## config.mk

```make
export PLATFORM = sky130hd
export DESIGN_NAME = adc_spi_dual_capture
export DESIGN_NICKNAME = d
export VERILOG_FILES = /design/src/rtl/adc_spi_pkg.sv /design/src/rtl/adc_sck_timer.sv /design/src/rtl/adc_spi_dual_capture.sv
export SDC_FILE = /design/constraint.sdc
export NUM_CORES = 1
export LEC_CHECK = 0
export BUFFER_PORTS_ARGS = -buffer_cell sky130_fd_sc_hd__buf_4
export CAP_MARGIN = 20
export CORE_UTILIZATION = 45
export DETAILED_ROUTE_END_ITERATION = 7
export GPL_ROUTABILITY_DRIVEN = 0
export PLACE_DENSITY_LB_ADDON = 0.1
export SYNTH_ARGS = -nofsm -noshare
export SYNTH_HDL_FRONTEND = slang
export SYNTH_SLANG_ARGS = --single-unit
export TNS_END_PERCENT = 50
```

## constraint.sdc

```tcl
create_clock -name clock -period 3.95 [get_ports clock]
set_clock_uncertainty 0.2 [all_clocks]
set_input_delay 0.1975 -clock clock [delete_from_list [all_inputs] [get_ports clock]]
set_output_delay 0.1975 -clock clock [all_outputs]
set_load 0.03 [all_outputs]
```

## src/rtl/adc_spi_pkg.sv

```systemverilog
// adc_spi_pkg: shared frame geometry, FSM encoding and bit-map helper for the dual-channel ADC reader
package adc_spi_pkg;

    localparam int FRAME_BITS = 34;
    localparam int CH_BITS    = 14;
    localparam int CH_A_FIRST = 2;
    localparam int CH_B_FIRST = 18;

    typedef logic [1:0] state_t;

    localparam state_t IDLE  = 2'd0;
    localparam state_t CONV  = 2'd1;
    localparam state_t SHIFT = 2'd2;
    localparam state_t DONE  = 2'd3;

    typedef struct packed {
        logic keep;
        logic ch_b;
    } bit_sel_t;

    function automatic bit_sel_t bit_is_kept(input logic [5:0] k, input int data_w);
        int       ja;
        int       jb;
        bit_sel_t s;
        ja     = int'(k) - CH_A_FIRST;
        jb     = int'(k) - CH_B_FIRST;
        s.ch_b = jb >= 0;
        s.keep = (ja >= 0 && ja < data_w) || (jb >= 0 && jb < data_w);
        return s;
    endfunction

endpackage

```

## src/rtl/adc_sck_timer.sv

```systemverilog
// adc_sck_timer: half-period and bit counters producing a registered SCK plus frame timing strobes
module adc_sck_timer
    import adc_spi_pkg::*;
#(
    parameter int SCK_HALF = 1
) (
    input  logic       clock,
    input  logic       reset,
    input  logic       run,
    input  logic       shift,
    output logic       sck,
    output logic       rise_strobe,
    output logic       period_end,
    output logic       frame_end,
    output logic [5:0] bit_idx
);

    localparam int HW = SCK_HALF > 1 ? $clog2(SCK_HALF) : 1;

    logic [HW-1:0] half_cnt;
    logic          phase;
    logic          half_end;

    assign half_end    = half_cnt == HW'(SCK_HALF - 1);
    assign rise_strobe = run && shift && half_end && !phase;
    assign period_end  = run && half_end && phase;
    assign frame_end   = shift && period_end && bit_idx == 6'(FRAME_BITS - 1);

    // counters idle at zero outside CONV/SHIFT; SCK only toggles while shifting
    always_ff @(posedge clock) begin
        if (reset || !run) begin
            half_cnt <= '0;
            phase    <= 1'b0;
            bit_idx  <= '0;
            sck      <= 1'b0;
        end else begin
            half_cnt <= half_end ? '0 : half_cnt + HW'(1);
            phase    <= phase ^ half_end;
            bit_idx  <= (shift && period_end) ? bit_idx + 6'd1 : bit_idx;
            sck      <= shift && (phase ^ half_end);
        end
    end

endmodule

```

## src/rtl/adc_spi_dual_capture.sv

```systemverilog
// adc_spi_dual_capture: frame FSM and two-channel capture for the 14-bit dual serial ADC
module adc_spi_dual_capture
    import adc_spi_pkg::*;
#(
    parameter int DATA_W   = 12,
    parameter int SCK_HALF = 1
) (
    input  logic              clock,
    input  logic              reset,
    input  logic              start,
    input  logic              continuous,
    input  logic              spi_miso,
    output logic              ad_conv,
    output logic              spi_sck,
    output logic [DATA_W-1:0] data_a,
    output logic [DATA_W-1:0] data_b,
    output logic              valid,
    output logic              busy,
    output logic              start_drop
);

    if (DATA_W < 1 || DATA_W > CH_BITS || SCK_HALF < 1) begin : g_bad_param
        $error("adc_spi_dual_capture: illegal DATA_W or SCK_HALF");
    end

    state_t            state;
    state_t            state_nx;
    logic              shift;
    logic              rise;
    logic              period_end;
    logic              frame_end;
    logic [5:0]        bit_idx;
    bit_sel_t          sel;
    logic [DATA_W-1:0] cap_a;
    logic [DATA_W-1:0] cap_b;

    assign busy    = state != IDLE;
    assign ad_conv = state == CONV;
    assign shift   = state == SHIFT;
    assign sel     = bit_is_kept(bit_idx, DATA_W);

    adc_sck_timer #(.SCK_HALF(SCK_HALF)) u_timer (
        .clock       (clock),
        .reset       (reset),
        .run         (ad_conv || shift),
        .shift       (shift),
        .sck         (spi_sck),
        .rise_strobe (rise),
        .period_end  (period_end),
        .frame_end   (frame_end),
        .bit_idx     (bit_idx)
    );

    // frame sequencing: conversion pulse, 34-bit shift, one-cycle done
    always_comb begin
        state_nx = state == IDLE  ? ((start || continuous) ? CONV : IDLE) :
                   state == CONV  ? (period_end ? SHIFT : CONV) :
                   state == SHIFT ? (frame_end ? DONE : SHIFT) :
                                    (continuous ? CONV : IDLE);
    end

    // state register
    always_ff @(posedge clock) begin
        if (reset) state <= IDLE;
        else       state <= state_nx;
    end

    // shift the kept MSBs of each channel in on every SCK rising edge
    always_ff @(posedge clock) begin
        if (reset) begin
            cap_a <= '0;
            cap_b <= '0;
        end else if (rise && sel.keep) begin
            if (sel.ch_b) cap_b <= (cap_b << 1) | DATA_W'(spi_miso);
            else          cap_a <= (cap_a << 1) | DATA_W'(spi_miso);
        end
    end

    // publish results as the FSM enters DONE; flag starts that cannot be honoured
    always_ff @(posedge clock) begin
        if (reset) begin
            data_a     <= '0;
            data_b     <= '0;
            valid      <= 1'b0;
            start_drop <= 1'b0;
        end else begin
            valid      <= frame_end;
            start_drop <= start && busy && !(state == DONE && continuous);
            if (frame_end) begin
                data_a <= cap_a;
                data_b <= cap_b;
            end
        end
    end

endmodule

```

==> impl_metrics.ini, run 1 <==
[worst_setup_path]
crit_buf_inv = 1
cp_cell_sequence = inv_1 > ha_1 > and4b_1 > and3_1 > nand2_1 > a21oi_2
r2r-start = state[1]
path_class = reg -> reg
worstPathRequired_ns = 4.03
rr_endpoint = data_b[3]
cp-startpoint = state[1]
reg2reg_depth = 6
cp.depth = 6
slowest_stage = and3_1
timing.critical_path.from_type = register
crit_end = data_b[3]
critical_path.max_stage_delay_ns = 0.80
crit_family = simple AND/OR/NAND/NOR gates
path_max_fanout = 24
end_kind = register
crit_arrival_ns = 2.66
reg2reg_slack_ns = 1.37

[global_route]
antenna_found_initial = 0
grt_overflow_total = 0
grt_pass1_wl_mm = 7.67
grt_pass1_vias = 1735
track_usage_pct = 16.5
grt_max_degree = 55

[place]
hpwl_mm = 2.78
post-place-cells = 358
io_buffers = 33

[drt]
dr.pass1.iters = 6
drt_drc_violations_left = 0
postRouteAntennaNets = 0
initialDrtViolationCount = 99
vias_per_cell = 4.76
vias = 1796
post_drt_wl_per_cell_microns = 11.8
wirelength_mm = 4.46

[yosys]
syn_nets = 284
synth.avg_cell_area_sq_um = 9.53
synth_top_area_share_pct = 47.6
synth_top_cell_by_area = dfxtp_1
syn_area_sq_um = 2560
yosysWarnings = 0
async_flop_share_pct = 0
syn-instance-count = 269
synth-seq-cells = 61
yosysMostFrequentCell = dfxtp_1
synth_edf_count = 0
yosys.cell_types.count = 34
synth.top_cells.by_area = dfxtp_1 (48%), mux2i_1 (9.4%), nand2_1 (7.6%)
synth_common_cells = dfxtp_1 (61), nand2_1 (52), nand2b_1 (26), mux2i_1 (24), a21oi_1 (22)
yosysSeqAreaShare_pct = 47.6
yosys_most_used_dff = dfxtp_1

[floorplanning]
fp.dieW_microns = 77.5
row_count = 27
io-pin-count = 34
die_height_microns = 77.5
core_sq_um = 5510
initial_utilization_pct = 46.6
dieArea_sq_um = 6000

[final_layout]
nNetsFinal = 315
utilization_pct = 55.0
drive_above_1_share_pct = 19.3
fill_cells = 508
area_delta_synth_final_pct = 18.2
insertedDiodeCount = 0
final_cells = 377

[clock_tree]
cts_setup_buffers = 0
cts_root_buffer = clkbuf_8
cts_hold_buf = 3
clkTransAtPathRegs_ns = 0.07
cts-buffers-inserted = 9
htreeDepth = 3
clkSinkCount = 61
clock_latency_ns = 0.34
tritoncts = built
postCtsResizedCells = 0
cts_max_path_buffers = 2

[power_and_ir_drop]
power.density_nw_per_um2 = 421
ir_drop_v = 0.000291
p_int_mw = 0.991
pwr-share-comb_pct = 3.0
leakagePower_nw = 1.13
seqPwrFrac_pct = 48.6
power_mw = 1.28
power_frac_clock_pct = 48.4
p_sw_share_pct = 22.3
switching_power_mw = 0.284

[sta]
setup_viol = 0
rsz0062_at_grt = false
period_needed_ns = 2.58
worstMarginPinSlew_ns = 0.882
fmax_ghz = 0.387
min_period_over_period_pct = 65.4
final_hold_viol_count = 0
maxSlewViolCount = 0
slew_headroom_pct = 41.2
fin_tns_setup_ns = 0

[status]
status = finished clean

[worst_hold_path]
min_path_type = in -> reg

[run]
maxCapViolCount = 0
==> final cells by class <==
class,count,area (sq um),share of cell area [%]
sequential,61,1220,40.3
multi-input combinational,185,1190,39.3
timing repair buffer,36,278,9.17
clock buffer,9,124,4.09
inverter,7,26.3,0.867
clock inverter,7,98.8,3.26
tap,72,90.1,2.97
==> logic make-up (layout without fill, tap and decap cells) <==
kind of cell	Yosys count	count (layout)	synth area share (%)
AND/OR/NAND/NOR	104	104	19.6
flip-flops	61	61	47.6
AO/OA/AOI/OAI	39	39	10.2
multiplexers	24	24	9.37
buffers and inverters	23	59	5.86
adder cells (fa/ha/maj)	10	10	4.88
XOR/XNOR	7	7	2.39
other	1	1	0.146
==> layout by cell type (no fill, tap or decap), drive strengths merged, types with 2 or more instances in the layout <==
cell type,Yosys,layout
dfxtp,61,61
nand2,52,52
buf,10,33
a21oi,28,28
nand2b,26,26
mux2i,24,24
nor2,12,12
ha,10,10
clkbuf,6,9
inv,7,8
nor3,4,4
xor2,4,4
nor2b,3,3
xnor2,3,3
dlygate4sd3,0,3
clkinv,0,3
o21a,2,2
o21ai,2,2
nand4,2,2
bufinv,0,2
a211oi,2,2
==> flip-flops by register name, summed over array words and instances (netlist names), 2 cells and up <==
signal,flops
data_a,12
cap_a,12
cap_b,12
u_timer.bit_idx,6
state,2
data_b,12
==> routing by layer <==
| layer | track usage (%) | wire length [microns] | share of wire (%) | vias to the layer above |
|---|---|---|---|---|
| li1 | - | - | - | 941 |
| met1 | 20.8 | 2220 | 50 | 816 |
| met2 | 25.0 | 2000 | 45 | 30 |
| met3 | 5.29 | 175 | 3.9 | 9 |
| met4 | 8.49 | 76 | 1.7 | 0 |
| met5 | 0 | 0 | 0 | - |
==> metrics by stage <==
stage               hold WS (ns)  cell area (sq um)  setup slack [ns]
finish                    0.0543               3030              1.37
global route              0.0664               3030              1.09
CTS                       0.0352               3030              1.30
detailed placement         0.199               2780              1.31
global placement           0.196               2780              1.36
floorplan                 0.0886               2560              1.98
==> power groups by stage <==
stage,Combinational [mW],Clock [mW],Sequential (mW)
floorplan,0.0262,0,0.634
global placement,0.0370,0,0.633
detailed placement,0.0367,0,0.633
CTS,0.0389,0.634,0.619
global route,0.0422,0.658,0.619
finish,0.0385,0.617,0.619
==> how the worst min path moves through the flow <==
stage,startpoint,slack (ns),endpoint,cells after the start
6_report,start,0.05,state[0],4
5_1_grt,start,0.07,state[0],4
4_1_cts,start,0.04,state[0],4
3_5_place_dp,continuous,0.20,start_drop,2
3_3_place_gp,continuous,0.20,start_drop,2
2_1_floorplan,continuous,0.09,start_drop,1
==> worst register-to-register path: cells and delay by family (launching register included) <==
| family | cells | cell delay, ns |
|---|---|---|
| AOI/OAI and AO/OA | 1 | 0.14 |
| adders and majority gates | 1 | 0.34 |
| and+or+nand+nor | 3 | 1.39 |
| buffers and inverters | 1 | 0.08 |
| DFF | 1 | 0.39 |
Power figures use the tool's default switching activity.
==> run 2: changes to the inputs <==
--- a/config.mk
+++ b/config.mk
@@ -5,6 +5,7 @@
 export SDC_FILE = /design/constraint.sdc
 export NUM_CORES = 1
 export LEC_CHECK = 0
+export ABC_AREA = 1
 export BUFFER_PORTS_ARGS = -buffer_cell sky130_fd_sc_hd__buf_4
 export CAP_MARGIN = 20
 export CORE_UTILIZATION = 45
==> constraint.sdc (replaced) <==
create_clock -name clock -period 2.3 [get_ports clock]
set_clock_uncertainty 0.2 [all_clocks]
set_input_delay 0.115 -clock clock [delete_from_list [all_inputs] [get_ports clock]]
set_output_delay 0.115 -clock clock [all_outputs]
set_load 0.03 [all_outputs]
==> run 2 against run 1 <==
Against the previous run:
- register-to-register slack got worse by 1.2 ns
- synthesized cell count rose by 37%
- first-iteration DRC count rose by 20%
- routed wire length up 22%
- sequential power is 73% higher
- maximum frequency increased by 24%
- highest routed layer unchanged
- critical endpoint is now cap_a[1]
- die area increased by 4.8%
==> impl_metrics.ini, run 2 <==
[global_route]
antenna_found_initial = 0
grt_overflow_total = 0
grt_pass1_wl_mm = 9.16
grt_max_degree = 49
track_usage_pct = 18.8
grt_pass1_vias = 2064

[floorplanning]
row_count = 27
dieArea_sq_um = 6290
io-pin-count = 34
fp.dieW_microns = 79.3
die_height_microns = 79.3
initial_utilization_pct = 47.7
core_sq_um = 5640

[power_and_ir_drop]
ir_drop_v = 0.000466
leakagePower_nw = 1.52
power.density_nw_per_um2 = 664
power_mw = 2.17

[clock_tree]
htreeDepth = 3
cts_setup_buffers = 0
cts_max_path_buffers = 2
clock_latency_ns = 0.33
clkSinkCount = 61
cts-buffers-inserted = 9
cts_root_buffer = clkbuf_8
tritoncts = built
clkTransAtPathRegs_ns = 0.07

[sta]
fin_hold_ws_ns = 0.263
setup_viol = 0
fin_tns_setup_ns = 0
maxSlewViolCount = 0
setup_slack_ns = 0.213
slew_headroom_pct = 65.6
final_hold_viol_count = 0
worstMarginPinSlew_ns = 0.516
min_period_over_period_pct = 90.7
fmax_ghz = 0.479
period_needed_ns = 2.09
rsz0062_at_grt = false

[yosys]
syn_nets = 383
yosysSeqAreaShare_pct = 45.4
muxShareOfSynthArea_pct = 0
yosysWarnings = 0
yosys.area_share.simple_pct = 24.9
synth-seq-cells = 61
synth.top_cells.by_area = dfxtp_1 (45%), nand2_1 (9.6%), inv_1 (8.7%)
synth.avg_cell_area_sq_um = 7.31
yosys.cell_types.count = 26
synthAdderAreaFrac_pct = 4.65
synth_edf_count = 0
synthXorXnorAreaFrac_pct = 0.326
yosys_most_used_dff = dfxtp_1
syn_area_sq_um = 2690
synth_top_area_share_pct = 45.4
syn-instance-count = 368
synth_top_family_by_area = simple AND/OR/NAND/NOR gates
synth_common_cells = nand2_1 (69), inv_1 (62), dfxtp_1 (61), nor2_1 (35), a21oi_1 (30)
async_flop_share_pct = 0
synth_top_cell_by_area = dfxtp_1
synth_compound_area_share_pct = 11.8
yosysMostFrequentCell = nand2_1

[worst_setup_path]
path_max_fanout = 14
path_class = reg -> reg
end_kind = register
timing.critical_path.from_type = register
worstPathRequired_ns = 2.33
crit_arrival_ns = 2.11

[drt]
vias_per_cell = 4.79
wirelength_mm = 5.45
postRouteAntennaNets = 0
dr.pass1.iters = 4
vias = 2314
initialDrtViolationCount = 119
post_drt_wl_per_cell_microns = 11.3
drt_drc_violations_left = 0

[final_layout]
design_area_sq_um = 3280
final_cell_mix = nand2_1 (69), inv_1 (62), dfxtp_1 (59)
mostFrequentLayoutCell = nand2_1
nNetsFinal = 421
area_delta_synth_final_pct = 21.8
drive_above_1_share_pct = 16.1
insertedDiodeCount = 0

[run]
maxCapViolCount = 0

[status]
status = finished clean

[place]
dpl_cell_area_sq_um = 3000
pre_cts_ws_ns = 0.0858
io_buffers = 33
hpwl_mm = 3.58

[worst_hold_path]
min_path_type = reg -> reg
[run 2: worst paths after layout]
kind                      startpoint         end  slack [ns]  depth (start not counted)
setup / recovery  u_timer.bit_idx[1]    cap_a[1]        0.21                         13
setup reg to reg  u_timer.bit_idx[1]    cap_a[1]        0.21                         13
hold / removal             cap_b[11]  data_b[11]        0.26                          2
hold reg to reg            cap_b[11]  data_b[11]        0.26                          2
[run 2: cells by family (layout without fill, tap and decap cells)]
group           count (synthesis)  in the layout
compound gates                 62             62
xor+xnor                        1              1
fa+ha+maj                      10             10
buf+inv                        85            128
flops                          61             61
other cells                     1              1
simple gates                  148            148
[run 2: area by class of cell]
cell class | instances | area [sq um]
flip-flops and latches | 61 | 1220
clock buffers | 11 | 131
fillers | 528 | 2370
multi-input cells | 222 | 1140
inverters | 67 | 251
well taps | 72 | 90.1
repair buffers | 45 | 363
clock inverters | 5 | 75.1
[run 2: what timing repair did]
item,CTS,global route
gates resized for setup,0,4
hold buffers,5,0
setup endpoints to repair,0,24
endpoints found under the hold margin,5,0
[run 2: metrics by stage]
stage / utilization (%) / cells
floorplan: - / 368
global placement: 53.2 / 462
detailed placement: 53.2 / 462
CTS: 57.8 / 483
global route: 58.1 / 483
finish: 58.1 / 483
[run 2: power breakdown]
| part | switching [mW] | leakage, nW | internal, mW |
|---|---|---|---|
| clock | 0.400 | 0.107 | 0.605 |
| sequential | 0.00542 | 0.493 | 1.06 |
| combinational | 0.0633 | 0.924 | 0.0376 |
| total | 0.469 | 1.52 | 1.71 |
[run 2: routing by layer]
metal | up-vias | share of wire (%) | wire length, microns | GRT usage, %
met5 | - | 0 | 0 | 0
met4 | 0 | 0.95 | 52 | 8.36
met3 | 4 | 3.4 | 184 | 5.86
met2 | 44 | 44 | 2420 | 28.9
met1 | 1028 | 51 | 2790 | 24.1
li1 | 1238 | - | - | -
[run 2: worst max-delay path: stages (launching register included)]
cell      delay [ns]
dfxtp_2         0.37
inv_1           0.10
ha_1            0.26
inv_1           0.08
nand2_1         0.05
nand3b_1        0.11
inv_1           0.05
nand2_1         0.05
nand2_1         0.09
nand2_4         0.18
buf_4           0.22
nand4_1         0.10
nand2_1         0.07
nor2_1          0.04
==> run 3: changes to the inputs <==
--- a/config.mk
+++ b/config.mk
@@ -9,6 +9,8 @@
 export BUFFER_PORTS_ARGS = -buffer_cell sky130_fd_sc_hd__buf_4
 export CAP_MARGIN = 20
 export CORE_UTILIZATION = 45
+export CTS_BUF_LIST = sky130_fd_sc_hd__clkbuf_8
+export CTS_CLUSTER_DIAMETER = 30
 export DETAILED_ROUTE_END_ITERATION = 7
 export GPL_ROUTABILITY_DRIVEN = 0
 export PLACE_DENSITY_LB_ADDON = 0.1
==> run 3 against run 2 <==
Against the previous run:
- design area stayed put
- critical endpoint unchanged
- hold slack hardly changed
- non-clock buffer count stayed put
- register-to-register slack hardly changed
- sequential power hardly changed
- highest routed layer unchanged
==> impl_metrics.ini, run 3 (same netlist as run 2, synthesis figures left out) <==
[clock_tree]
clkSinkCount = 61
clkTransAtPathRegs_ns = 0.07
htreeDepth = 3
cts_root_buffer = clkbuf_8
cts_setup_buffers = 0
tritoncts = built
clock_latency_ns = 0.33
cts_max_path_buffers = 2
cts-buffers-inserted = 9

[sta]
setup_viol = 0
slew_headroom_pct = 65.5
fin_tns_setup_ns = 0
setup_slack_ns = 0.212
fmax_ghz = 0.479
rsz0062_at_grt = false
final_hold_viol_count = 0
worstMarginPinSlew_ns = 0.516
period_needed_ns = 2.09
maxSlewViolCount = 0
min_period_over_period_pct = 90.8
fin_hold_ws_ns = 0.263

[drt]
dr.pass1.iters = 4
initialDrtViolationCount = 119
drt_drc_violations_left = 0
vias = 2317
vias_per_cell = 4.80
wirelength_mm = 5.45
post_drt_wl_per_cell_microns = 11.3
postRouteAntennaNets = 0

[power_and_ir_drop]
power_mw = 2.17
power.density_nw_per_um2 = 661
leakagePower_nw = 1.53
ir_drop_v = 0.000465

[final_layout]
regArea_sq_um = 1220
nNetsFinal = 421
mostFrequentLayoutCell = nand2_1
insertedDiodeCount = 0
area_delta_synth_final_pct = 21.8
final_cell_mix = nand2_1 (69), inv_1 (64), dfxtp_1 (59)
design_area_sq_um = 3280
multi_input_area_sq_um = 1140
drive_above_1_share_pct = 16.1
fill_cells = 528

[place]
io_buffers = 33
hpwl_mm = 3.58
pre_cts_ws_ns = 0.0858
dpl_cell_area_sq_um = 3000

[worst_setup_path]
path_max_fanout = 14
cp_common_cell = nand2_1
rr_endpoint = cap_a[1]
crit_buf_inv = 4
timing.critical_path.from_type = register
reg2reg_depth = 13
end_kind = register
worstPathRequired_ns = 2.33
reg2reg_slack_ns = 0.21
path_class = reg -> reg
cp_cell_sequence = inv_1 > ha_1 > inv_1 > nand2_1 > nand3b_1 > inv_1 > nand2_1 > nand2_1 > nand2_4 > buf_4 > nand4_1 > nand2_1 > nor2_1
slowest_stage = dfxtp_2
crit_arrival_ns = 2.11
r2r-start = u_timer.bit_idx[1]
crit_family = simple AND/OR/NAND/NOR gates
critical_path.max_stage_delay_ns = 0.37

[global_route]
grt_max_degree = 49
track_usage_pct = 18.8
antenna_found_initial = 0
grt_overflow_total = 0
grt_pass1_vias = 2064
grt_pass1_wl_mm = 9.16

[worst_hold_path]
min_path_type = reg -> reg
hp-start = cap_b[11]
min_path_cells = 2
min_to = data_b[11]

[floorplanning]
core_sq_um = 5640
io-pin-count = 34
initial_utilization_pct = 47.7
dieArea_sq_um = 6290
fp.dieW_microns = 79.3
die_height_microns = 79.3
row_count = 27

[status]
status = finished clean

[run]
maxCapViolCount = 0
run 3: where the power goes:
part           switching (mW)  internal (mW)
Combinational          0.0632         0.0376
Sequential            0.00542           1.06
Clock                   0.400          0.596
run 3: repair_timing:
item	CTS	global route
hold buffers	5	0
endpoints found under the setup margin	0	24
hold endpoints to repair	5	0
gates resized for setup	0	4
run 3: tightest hold or removal path: cells and delay by family, from the launching register on:
family / cells / cell delay (ns)
buf+inv: 1 / 0.06
compound gates: 1 / 0.06
flops: 1 / 0.30
run 3: area by class of cell:
| cell class | count | share of cell area, % |
|---|---|---|
| flip-flops and latches | 61 | 37.4 |
| multi-input cells | 222 | 34.8 |
| repair buffers | 45 | 11.1 |
| inverters | 67 | 7.68 |
| clock buffers | 9 | 3.78 |
| well taps | 72 | 2.75 |
| clock inverters | 7 | 2.52 |
run 3: worst max-delay path by stage:
stage	from	cells after the start	to	slack [ns]
floorplan	state[1]	9	data_a[0]	0.45
global placement	u_timer.bit_idx[1]	11	cap_a[4]	0.19
detailed placement	u_timer.bit_idx[1]	13	cap_b[10]	0.09
CTS	u_timer.bit_idx[1]	13	cap_b[8]	0.04
global route	u_timer.bit_idx[1]	13	cap_a[5]	0.003
finish	u_timer.bit_idx[1]	13	cap_a[1]	0.21
run 3: per-layer routing:
metal	GRT usage, %	vias up	part of all wire, %
li1	-	1239	-
met1	24.1	1032	51
met2	28.9	42	45
met3	5.86	4	3.2
met4	8.36	0	0.95
met5	0	-	0
run 3: through the flow:
| step | util (%) | std cells |
|---|---|---|
| 2_1_floorplan | - | 368 |
| 3_3_place_gp | 53.2 | 462 |
| 3_5_place_dp | 53.2 | 462 |
| 4_1_cts | 57.8 | 483 |
| 5_1_grt | 58.1 | 483 |
| 6_report | 58.1 | 483 |
